--- config.mk ---
export PLATFORM = sky130hd
export DESIGN_NAME = register_file
export DESIGN_NICKNAME = d
export VERILOG_FILES = /design/src/rtl/register_file_pkg.sv /design/src/rtl/register_file_operand_lookup.sv /design/src/rtl/register_file.sv
export SDC_FILE = /design/constraint.sdc
export NUM_CORES = 2
export LEC_CHECK = 0
export BUFFER_PORTS_ARGS = -buffer_cell sky130_fd_sc_hd__clkbuf_2
export CORE_MARGIN = 8
export CORE_UTILIZATION = 25
export DETAILED_ROUTE_END_ITERATION = 16
export GPL_ROUTABILITY_DRIVEN = 0
export HOLD_SLACK_MARGIN = 0.15
export SETUP_SLACK_MARGIN = 0.2
export SLEW_MARGIN = 20
export SYNTH_ARGS = -nofsm -noshare
export SYNTH_HDL_FRONTEND = slang
export SYNTH_SLANG_ARGS = --single-unit
--- constraint.sdc ---
create_clock -name clockIn -period 103.1 [get_ports clockIn]
set_input_delay 20.62 -clock clockIn [delete_from_list [all_inputs] [get_ports clockIn]]
set_output_delay 20.62 -clock clockIn [all_outputs]
set_load 0.01 [all_outputs]
--- src/rtl/register_file_pkg.sv ---
// Shared constants and types for the architectural register file and its rename tags.
// ROB_WIDTH here must match the reorder buffer's index width.
package register_file_pkg;
    localparam int REG_COUNT      = 32;
    localparam int REG_ADDR_WIDTH = 5;
    localparam int ROB_WIDTH      = 4;
    localparam int DATA_WIDTH     = 32;

    typedef logic [REG_ADDR_WIDTH-1:0] reg_addr_t;
    typedef logic [ROB_WIDTH-1:0]      rob_id_t;
    typedef logic [DATA_WIDTH-1:0]     word_t;

    localparam reg_addr_t ZERO_REG = 5'd0;
endpackage

--- src/rtl/register_file_operand_lookup.sv ---
// Resolves one source operand to a ready value or a pending producer tag.
// Priority: x0, idle register, same-cycle commit bypass, ROB forwarding, else wait on tag.
module reg_operand_lookup
    import register_file_pkg::*;
(
    input  reg_addr_t src,
    input  logic      src_busy,
    input  rob_id_t   src_tag,
    input  word_t     src_value,
    input  logic      commit_valid,
    input  reg_addr_t commit_dest,
    input  rob_id_t   commit_id,
    input  word_t     commit_value,
    input  logic      rob_ready,
    input  word_t     rob_value,
    output logic      ready,
    output word_t     value,
    output rob_id_t   tag
);
    always_comb begin
        ready = 1'b0;
        value = '0;
        tag   = src_tag;
        if (src == ZERO_REG) begin
            ready = 1'b1;
        end else if (!src_busy) begin
            ready = 1'b1;
            value = src_value;
        end else if (commit_valid && commit_dest == src && commit_id == src_tag) begin
            ready = 1'b1;
            value = commit_value;
        end else if (rob_ready) begin
            ready = 1'b1;
            value = rob_value;
        end
    end
endmodule

--- src/rtl/register_file.sv ---
// Architectural register file with per-register rename tags, ROB commit and flush handling,
// and two combinational operand lookups for the issuing instruction.
module register_file
    import register_file_pkg::*;
(
    input  logic      clockIn,
    input  logic      resetIn,
    input  logic      readyIn,
    input  logic      clear,
    input  logic      regUpdateValid,
    input  reg_addr_t regUpdateDest,
    input  word_t     regValue,
    input  rob_id_t   regUpdateRobId,
    input  logic      renameValid,
    input  reg_addr_t renameDest,
    input  rob_id_t   renameRobId,
    input  reg_addr_t rs1,
    input  reg_addr_t rs2,
    output rob_id_t   rs1Dep,
    input  logic      rs1RobReady,
    input  word_t     rs1RobValue,
    output rob_id_t   rs2Dep,
    input  logic      rs2RobReady,
    input  word_t     rs2RobValue,
    output logic      rs1Ready,
    output word_t     rs1Value,
    output rob_id_t   rs1Tag,
    output logic      rs2Ready,
    output word_t     rs2Value,
    output rob_id_t   rs2Tag
);
    word_t                value_reg [REG_COUNT];
    rob_id_t              tag_reg   [REG_COUNT];
    logic [REG_COUNT-1:0] busy_reg;

    logic commit_en;
    logic rename_en;

    assign commit_en = regUpdateValid && (regUpdateDest != ZERO_REG);
    assign rename_en = renameValid && (renameDest != ZERO_REG) && !clear;

    // Rename is applied after commit so it wins busy/tag on a same-register collision;
    // clear is applied last so it overrides any busy bit set this cycle.
    always_ff @(posedge clockIn or posedge resetIn) begin
        if (resetIn) begin
            busy_reg <= '0;
            for (int i = 0; i < REG_COUNT; i++) begin
                value_reg[i] <= '0;
                tag_reg[i]   <= '0;
            end
        end else if (readyIn) begin
            if (commit_en) begin
                value_reg[regUpdateDest] <= regValue;
                if (busy_reg[regUpdateDest] && tag_reg[regUpdateDest] == regUpdateRobId)
                    busy_reg[regUpdateDest] <= 1'b0;
            end
            if (rename_en) begin
                busy_reg[renameDest] <= 1'b1;
                tag_reg[renameDest]  <= renameRobId;
            end
            if (clear)
                busy_reg <= '0;
        end
    end

    assign rs1Dep = tag_reg[rs1];
    assign rs2Dep = tag_reg[rs2];

    reg_operand_lookup u_rs1_lookup (
        .src          (rs1),
        .src_busy     (busy_reg[rs1]),
        .src_tag      (tag_reg[rs1]),
        .src_value    (value_reg[rs1]),
        .commit_valid (regUpdateValid),
        .commit_dest  (regUpdateDest),
        .commit_id    (regUpdateRobId),
        .commit_value (regValue),
        .rob_ready    (rs1RobReady),
        .rob_value    (rs1RobValue),
        .ready        (rs1Ready),
        .value        (rs1Value),
        .tag          (rs1Tag)
    );

    reg_operand_lookup u_rs2_lookup (
        .src          (rs2),
        .src_busy     (busy_reg[rs2]),
        .src_tag      (tag_reg[rs2]),
        .src_value    (value_reg[rs2]),
        .commit_valid (regUpdateValid),
        .commit_dest  (regUpdateDest),
        .commit_id    (regUpdateRobId),
        .commit_value (regValue),
        .rob_ready    (rs2RobReady),
        .rob_value    (rs2RobValue),
        .ready        (rs2Ready),
        .value        (rs2Value),
        .tag          (rs2Tag)
    );
endmodule

After elaboration in Yosys (flattened, before gate mapping):

Cells that the tools add are included.

* $lt $le $gt $ge: 12
* equal/unequal tests: 5
* mux-type cells: 52
* bitwise operators: 7
* reduce and logical (&&, ||, !) cells: 19

Operator list (count)
* 1024-bit bitwise mux: 1
* 32-bit two-way mux: 18
* 32-bit binary-select mux with 5-bit select: 2
* 32-bit demux with 5-bit select: 1
* 128-bit bitwise mux: 1
* 4-bit binary-select mux with 5-bit select: 3
* 32-bit AND: 1
* 32-bit NOT: 1
* 32-bit bitwise OR: 1
* 4-bit two-way mux: 7
* 6-bit greater-or-equal comparator (second input constant): 4
* 5-bit by 6-bit < comparator with 1-bit output (second input constant): 4
* 5-bit NOT with 6-bit output: 4
* 4-bit demux with 5-bit select: 1
* 1-bit binary-select mux with 5-bit select: 3
* 1-bit two-way mux: 13
* 4-bit == test: 3
* 1-bit logical AND: 12
* 6-bit by 1-bit < comparator with 1-bit output (second input constant): 2
* 1-bit demux with 5-bit select: 2
* 5-bit == test: 2
* 5-bit by 1-bit greater-or-equal comparator with 1-bit output (second input constant): 2
* 5-bit logical NOT: 2
* 5-bit nonzero test: 2
* other kinds (2): 3

* register bits: 1184
* input port bits: 132
* output and inout port bits: 82
* logic and storage cells: 160

Depth between registers and ports, before layout:

* word-level depth: 12
* gate-level depth with buffers: 13
* gate-level depth less buffers: 8

Modules after synthesis:

From an unflattened synthesis, not the netlist that was laid out.

* cells, all modules: 4428
* area, all modules: 66922.9 µm²

Modules (own cells, without submodules)
* register_file: times used 1, cells an instance 3992, area each 64060.2 µm², sequential area each 29628.4 µm²
* reg_operand_lookup: times used 2, cells an instance 218, area each 1431.4 µm², sequential area each 0.0 µm²

Least setup slack after synthesis:

No wires, ideal clock.

* path kind: input to output
* from: in rs1[0]
* to: out rs1Value[0]
* arrival time: 23.293 ns
* data required time: 82.480 ns
* setup slack: 59.187 ns
* cell stages on the path: 11
* path buffers: 6
* cell sequence: buf_6 buf_6 buf_6 buf_2 buf_2 buf_2 mux4_2 mux4_2 mux2i_1 a21oi_1 o311a_1

* cells in the longest elaborated chain, start to end: 9
* elaborated cells between the ends (all ways): 17
* classes of those cells: 2 x eq/ne; 11 x mux; 1 x bitwise; 3 x reduce/logical

RTL lines
* start: declaration: line register_file.sv:17 `input reg_addr_t rs1,`
* 5-bit NOT with 6-bit output (not written as such): line register_file.sv:72, register_file.sv:73
* 4-bit binary-select mux with 5-bit select: line register_file.sv:72 `.src_tag (tag_reg[rs1]),`
* 4-bit two-way mux (not written as such) (2 in series): line register_file.sv:72
* 4-bit == test: line register_file_operand_lookup.sv:29 `end else if (commit_valid && commit_dest == src && commit_id == src_tag) begin`
* 1-bit logical AND: line register_file_operand_lookup.sv:29
* 32-bit two-way mux: line register_file_operand_lookup.sv:29
* 32-bit two-way mux: line register_file_operand_lookup.sv:26 `end else if (!src_busy) begin`
* 32-bit two-way mux (*): line register_file_operand_lookup.sv:24 `if (src == ZERO_REG) begin`
* end: declaration: line register_file.sv:26 `output word_t rs1Value,`

Every way passes the cells marked *; elsewhere a longest branch is shown, timed or not. The select of a mux whose other input is x is not followed.

Worst setup path after layout:

* from: in rs1[1]
* to: out rs1Value[25]

The elaborated chain is that of the path after synthesis.

==> results.sh <==
export IMPL_antenna_violations_before_repair=29
export IMPL_path_clk_slew_ns=0.06
export IMPL_hold_buffers=0
export IMPL_cts_buffers_inserted=120
export IMPL_report_final_hold_viol_count=0
export IMPL_antenna_left=0
export IMPL_cts_resized=0
export IMPL_initial_core_util=0.251
export IMPL_placed_cell_area_um2=70500
export IMPL_clock_skew_ns=0.0542
export IMPL_ir_drop_v=0.0000173
export IMPL_drt_vias_per_instance=5.42
export IMPL_outcome="completed"
export IMPL_crit_path_start_kind="input pin"
export IMPL_synth_async_sr_flop_share=1.00
export IMPL_yosysTopAreaCellShare=0.449
export IMPL_clock_insertion_delay_at_the_later_pin_of_the_skew_report_ns=0.79
export IMPL_hold_path_end="value_reg[1002]"
export IMPL_overflow_left_after_global_routing=0
export IMPL_min_from="value_reg[1002]"
export IMPL_placement_rows=188
export IMPL_routed_wirelength_mm=237
export IMPL_grtUsageTotal=0.165
export IMPL_wl_per_cell_um=28.9
export IMPL_summed_area_of_non_filler_cells_in_the_final_layout_um2=74700
export IMPL_grt_setup_unrepaired="no"
export IMPL_timing_rr_end="busy_reg[25]"
export IMPL_count_of_flip_flops_with_a_built_in_enable_after_synthesis=0
export IMPL_post_syn_area_per_cell_um2=14.2
export IMPL_remaining_drc_errors=0
export IMPL_timing_critical_path_from="rs1[1]"
export IMPL_worst_pin_slew_ns=1.28
export IMPL_syn_area_um2=65900
export IMPL_powerDensity_nw_per_um2=16.7
export IMPL_flow_area_growth_from_synthesis_pct=13.3
export IMPL_dr_first_iter_drc_count=4504
export IMPL_cts_htree_levels=3
export IMPL_cts_buffer_depth=3
export IMPL_overall_die_width_um=530
export IMPL_synthTopCellsByArea="sky130_fd_sc_hd__dfrtp_1, sky130_fd_sc_hd__mux4_2, sky130_fd_sc_hd__mux2_2"
export IMPL_total_power_consumption_of_the_routed_design_w=0.00125
export IMPL_worstSetupEndpointType="primary output"
export IMPL_floorplan_io_pins=214
export IMPL_coreArea_um2=262000
export IMPL_tritoncts="yes"
export IMPL_critical_path_arrival_ns=26.64
export IMPL_number_of_flip_flops_under_the_largest_register_name=1024
export IMPL_design_die_area_um2=280000
export IMPL_yosys_register_bits=1184
export IMPL_maxClockFrequency_mhz=21.2
export IMPL_power_static_leakage_nw=31.9
export IMPL_synth_cell_type_count=68
export IMPL_timing_max_transition_violations_final=0
export IMPL_dp_final_hpwl_mm=140
export IMPL_reg_to_reg_startpoint="tag_reg[82]"
export IMPL_rrSetupSlack_ns=99.65
export IMPL_layout_worst_path_cycle_share=0.458
export IMPL_grt_first_pass_wirelength_mm=342
export IMPL_mapped_nets=4765
export IMPL_timing_critical_path_required_ns=82.48
export IMPL_tns_ns=0
export IMPL_die_height_um=530
export IMPL_period_minus_slack_ns=47.26
export IMPL_worstHoldPathCells=0
export IMPL_timing_max_slew_rel_slack=0.144
export IMPL_leading_register_cell_type_out_of_synthesis="sky130_fd_sc_hd__dfrtp_1"
export IMPL_cts_root_buffer="sky130_fd_sc_hd__clkbuf_16"
export IMPL_cap_viol_max_count=0
export IMPL_clkSinkCount=1184
export IMPL_drive_gt1_frac=0.479
export IMPL_criticalPathCategory="in2out"
export IMPL_setup_violations_final=0
export IMPL_syn_warnings=0
export IMPL_drt_first_pass_iters=5
export IMPL_routed_via_count=44500
export IMPL_port_buffer_count=213
export IMPL_holdCritPathClass="reg2reg"
export IMPL_first_global_vias=46100
export IMPL_post_synth_inst_count=4633
export IMPL_cp_max_fo=75
export IMPL_nets=4705
export IMPL_grt_max_degree=166
export IMPL_synthDominantAreaCellType="sky130_fd_sc_hd__dfrtp_1"
export IMPL_r2r_cells=7
export IMPL_seq_area_frac_synth=0.449
export IMPL_postCtsSetupBuffers=0
worst max-delay path, stage by stage:
cell and delay (ns):
sky130_fd_sc_hd__buf_8 0.54, sky130_fd_sc_hd__buf_4 0.84, sky130_fd_sc_hd__buf_4 0.88, sky130_fd_sc_hd__buf_4 0.76, sky130_fd_sc_hd__buf_4 0.71, sky130_fd_sc_hd__mux4_2 0.59
sky130_fd_sc_hd__mux4_2 0.49, sky130_fd_sc_hd__mux2i_1 0.46, sky130_fd_sc_hd__a21oi_1 0.22, sky130_fd_sc_hd__o311a_1 0.21, sky130_fd_sc_hd__clkbuf_2 0.14
area by class of cell:
cell class | instances | area, µm²
Clock buffer | 186 | 3660
Tap cell | 3515 | 4400
Inverter | 36 | 144
Clock inverter | 38 | 467
Antenna cell | 18 | 45.0
Multi-Input combinational cell | 2905 | 34300
Sequential cell | 1184 | 29600
Timing Repair Buffer | 326 | 2060
Fill cell | 26300 | 188000
through the flow:
| stage | utilization | instances | setup slack (ns) | hold WS, ns |
|---|---|---|---|---|
| 2_1_floorplan | - | 4633 | 49.13 | 0.441 |
| 3_3_place_gp | 0.269 | 7965 | 55.84 | 0.377 |
| 3_5_place_dp | 0.269 | 7965 | 55.79 | 0.383 |
| 4_1_cts | 0.285 | 8189 | 55.77 | 0.397 |
| 5_1_grt | 0.285 | 8194 | 55.58 | 0.414 |
| 6_report | 0.285 | 8208 | 55.84 | 0.394 |
kinds of logic (layout without fill, tap and decap cells):
family / after synthesis / after routing / synth area share
buffers and inverters: 544 / 586 / 0.0351
other: 0 / 18 / 0
AO/OA/AOI/OAI: 565 / 565 / 0.0544
flip-flops: 1184 / 1184 / 0.449
XOR/XNOR: 19 / 19 / 0.00252
AND/OR/NAND/NOR: 479 / 479 / 0.0341
multiplexers: 1842 / 1842 / 0.424
cell usage in the layout, fill, tap and decap left out, types with 17 or more instances in the layout:
master                      netlist  final
sky130_fd_sc_hd__inv_1           35     34
sky130_fd_sc_hd__nor2_4           0     24
sky130_fd_sc_hd__buf_4           27    105
sky130_fd_sc_hd__clkbuf_2         0    203
sky130_fd_sc_hd__mux2_2         985    985
sky130_fd_sc_hd__nor3_1          24     18
sky130_fd_sc_hd__clkbuf_1       335     26
sky130_fd_sc_hd__clkbuf_16        0    121
sky130_fd_sc_hd__dfrtp_1       1184   1184
sky130_fd_sc_hd__o21ai_0        197    191
sky130_fd_sc_hd__a21oi_1        125    125
sky130_fd_sc_hd__nand3_1         41     41
sky130_fd_sc_hd__nor2_1          67     40
sky130_fd_sc_hd__nor2b_1         40     39
sky130_fd_sc_hd__a22oi_1         46     46
sky130_fd_sc_hd__mux4_2         661    661
sky130_fd_sc_hd__mux2i_1        193    193
sky130_fd_sc_hd__a221oi_1        20     20
sky130_fd_sc_hd__a211oi_1        47     45
sky130_fd_sc_hd__nand2_1        232    225
sky130_fd_sc_hd__o311a_1         32     32
sky130_fd_sc_hd__clkbuf_8         0     39
sky130_fd_sc_hd__o21a_1          20     20
sky130_fd_sc_hd__diode_2          0     18
sky130_fd_sc_hd__o211ai_1        20     20
sky130_fd_sc_hd__and2_1          17     17
sky130_fd_sc_hd__clkinv_2         0     21
where the power goes:
group,switching [W],internal (W)
Clock,0.000198,0.000261
Combinational,0.000107,0.000121
Sequential,0.0000425,0.000521
Total,0.000347,0.000904
synthesized netlist by cell type, types with 41 or more instances:
cell                          n
sky130_fd_sc_hd__buf_2       83
sky130_fd_sc_hd__nor2_1      67
sky130_fd_sc_hd__dfrtp_1   1184
sky130_fd_sc_hd__a22oi_1     46
sky130_fd_sc_hd__o21ai_0    197
sky130_fd_sc_hd__mux4_2     661
sky130_fd_sc_hd__mux2_2     985
sky130_fd_sc_hd__a211oi_1    47
sky130_fd_sc_hd__buf_1       54
sky130_fd_sc_hd__a21oi_1    125
sky130_fd_sc_hd__nand2_1    232
sky130_fd_sc_hd__nand3_1     41
sky130_fd_sc_hd__clkbuf_1   335
sky130_fd_sc_hd__mux2i_1    193
how the worst max path moves through the flow:
| stage | end | slack [ns] | depth (start not counted) |
|---|---|---|---|
| global route | rs1Value[23] | 55.58 | 11 |
| floorplan | busy_reg[0] | 49.13 | 1 |
| CTS | rs1Value[25] | 55.77 | 11 |
| global placement | rs1Value[25] | 55.84 | 11 |
| finish | rs1Value[25] | 55.84 | 11 |
| detailed placement | rs1Value[25] | 55.79 | 11 |
layer usage:
layer | track usage | vias to the layer above | wire length, µm
met5 | 0 | - | 80
met4 | 0.0702 | 12 | 11000
met1 | 0.217 | 24000 | 96600
met3 | 0.0463 | 521 | 22100
met2 | 0.254 | 2182 | 107000
li1 | - | 17800 | -
No activity file was read; power rests on OpenSTA's default activity.
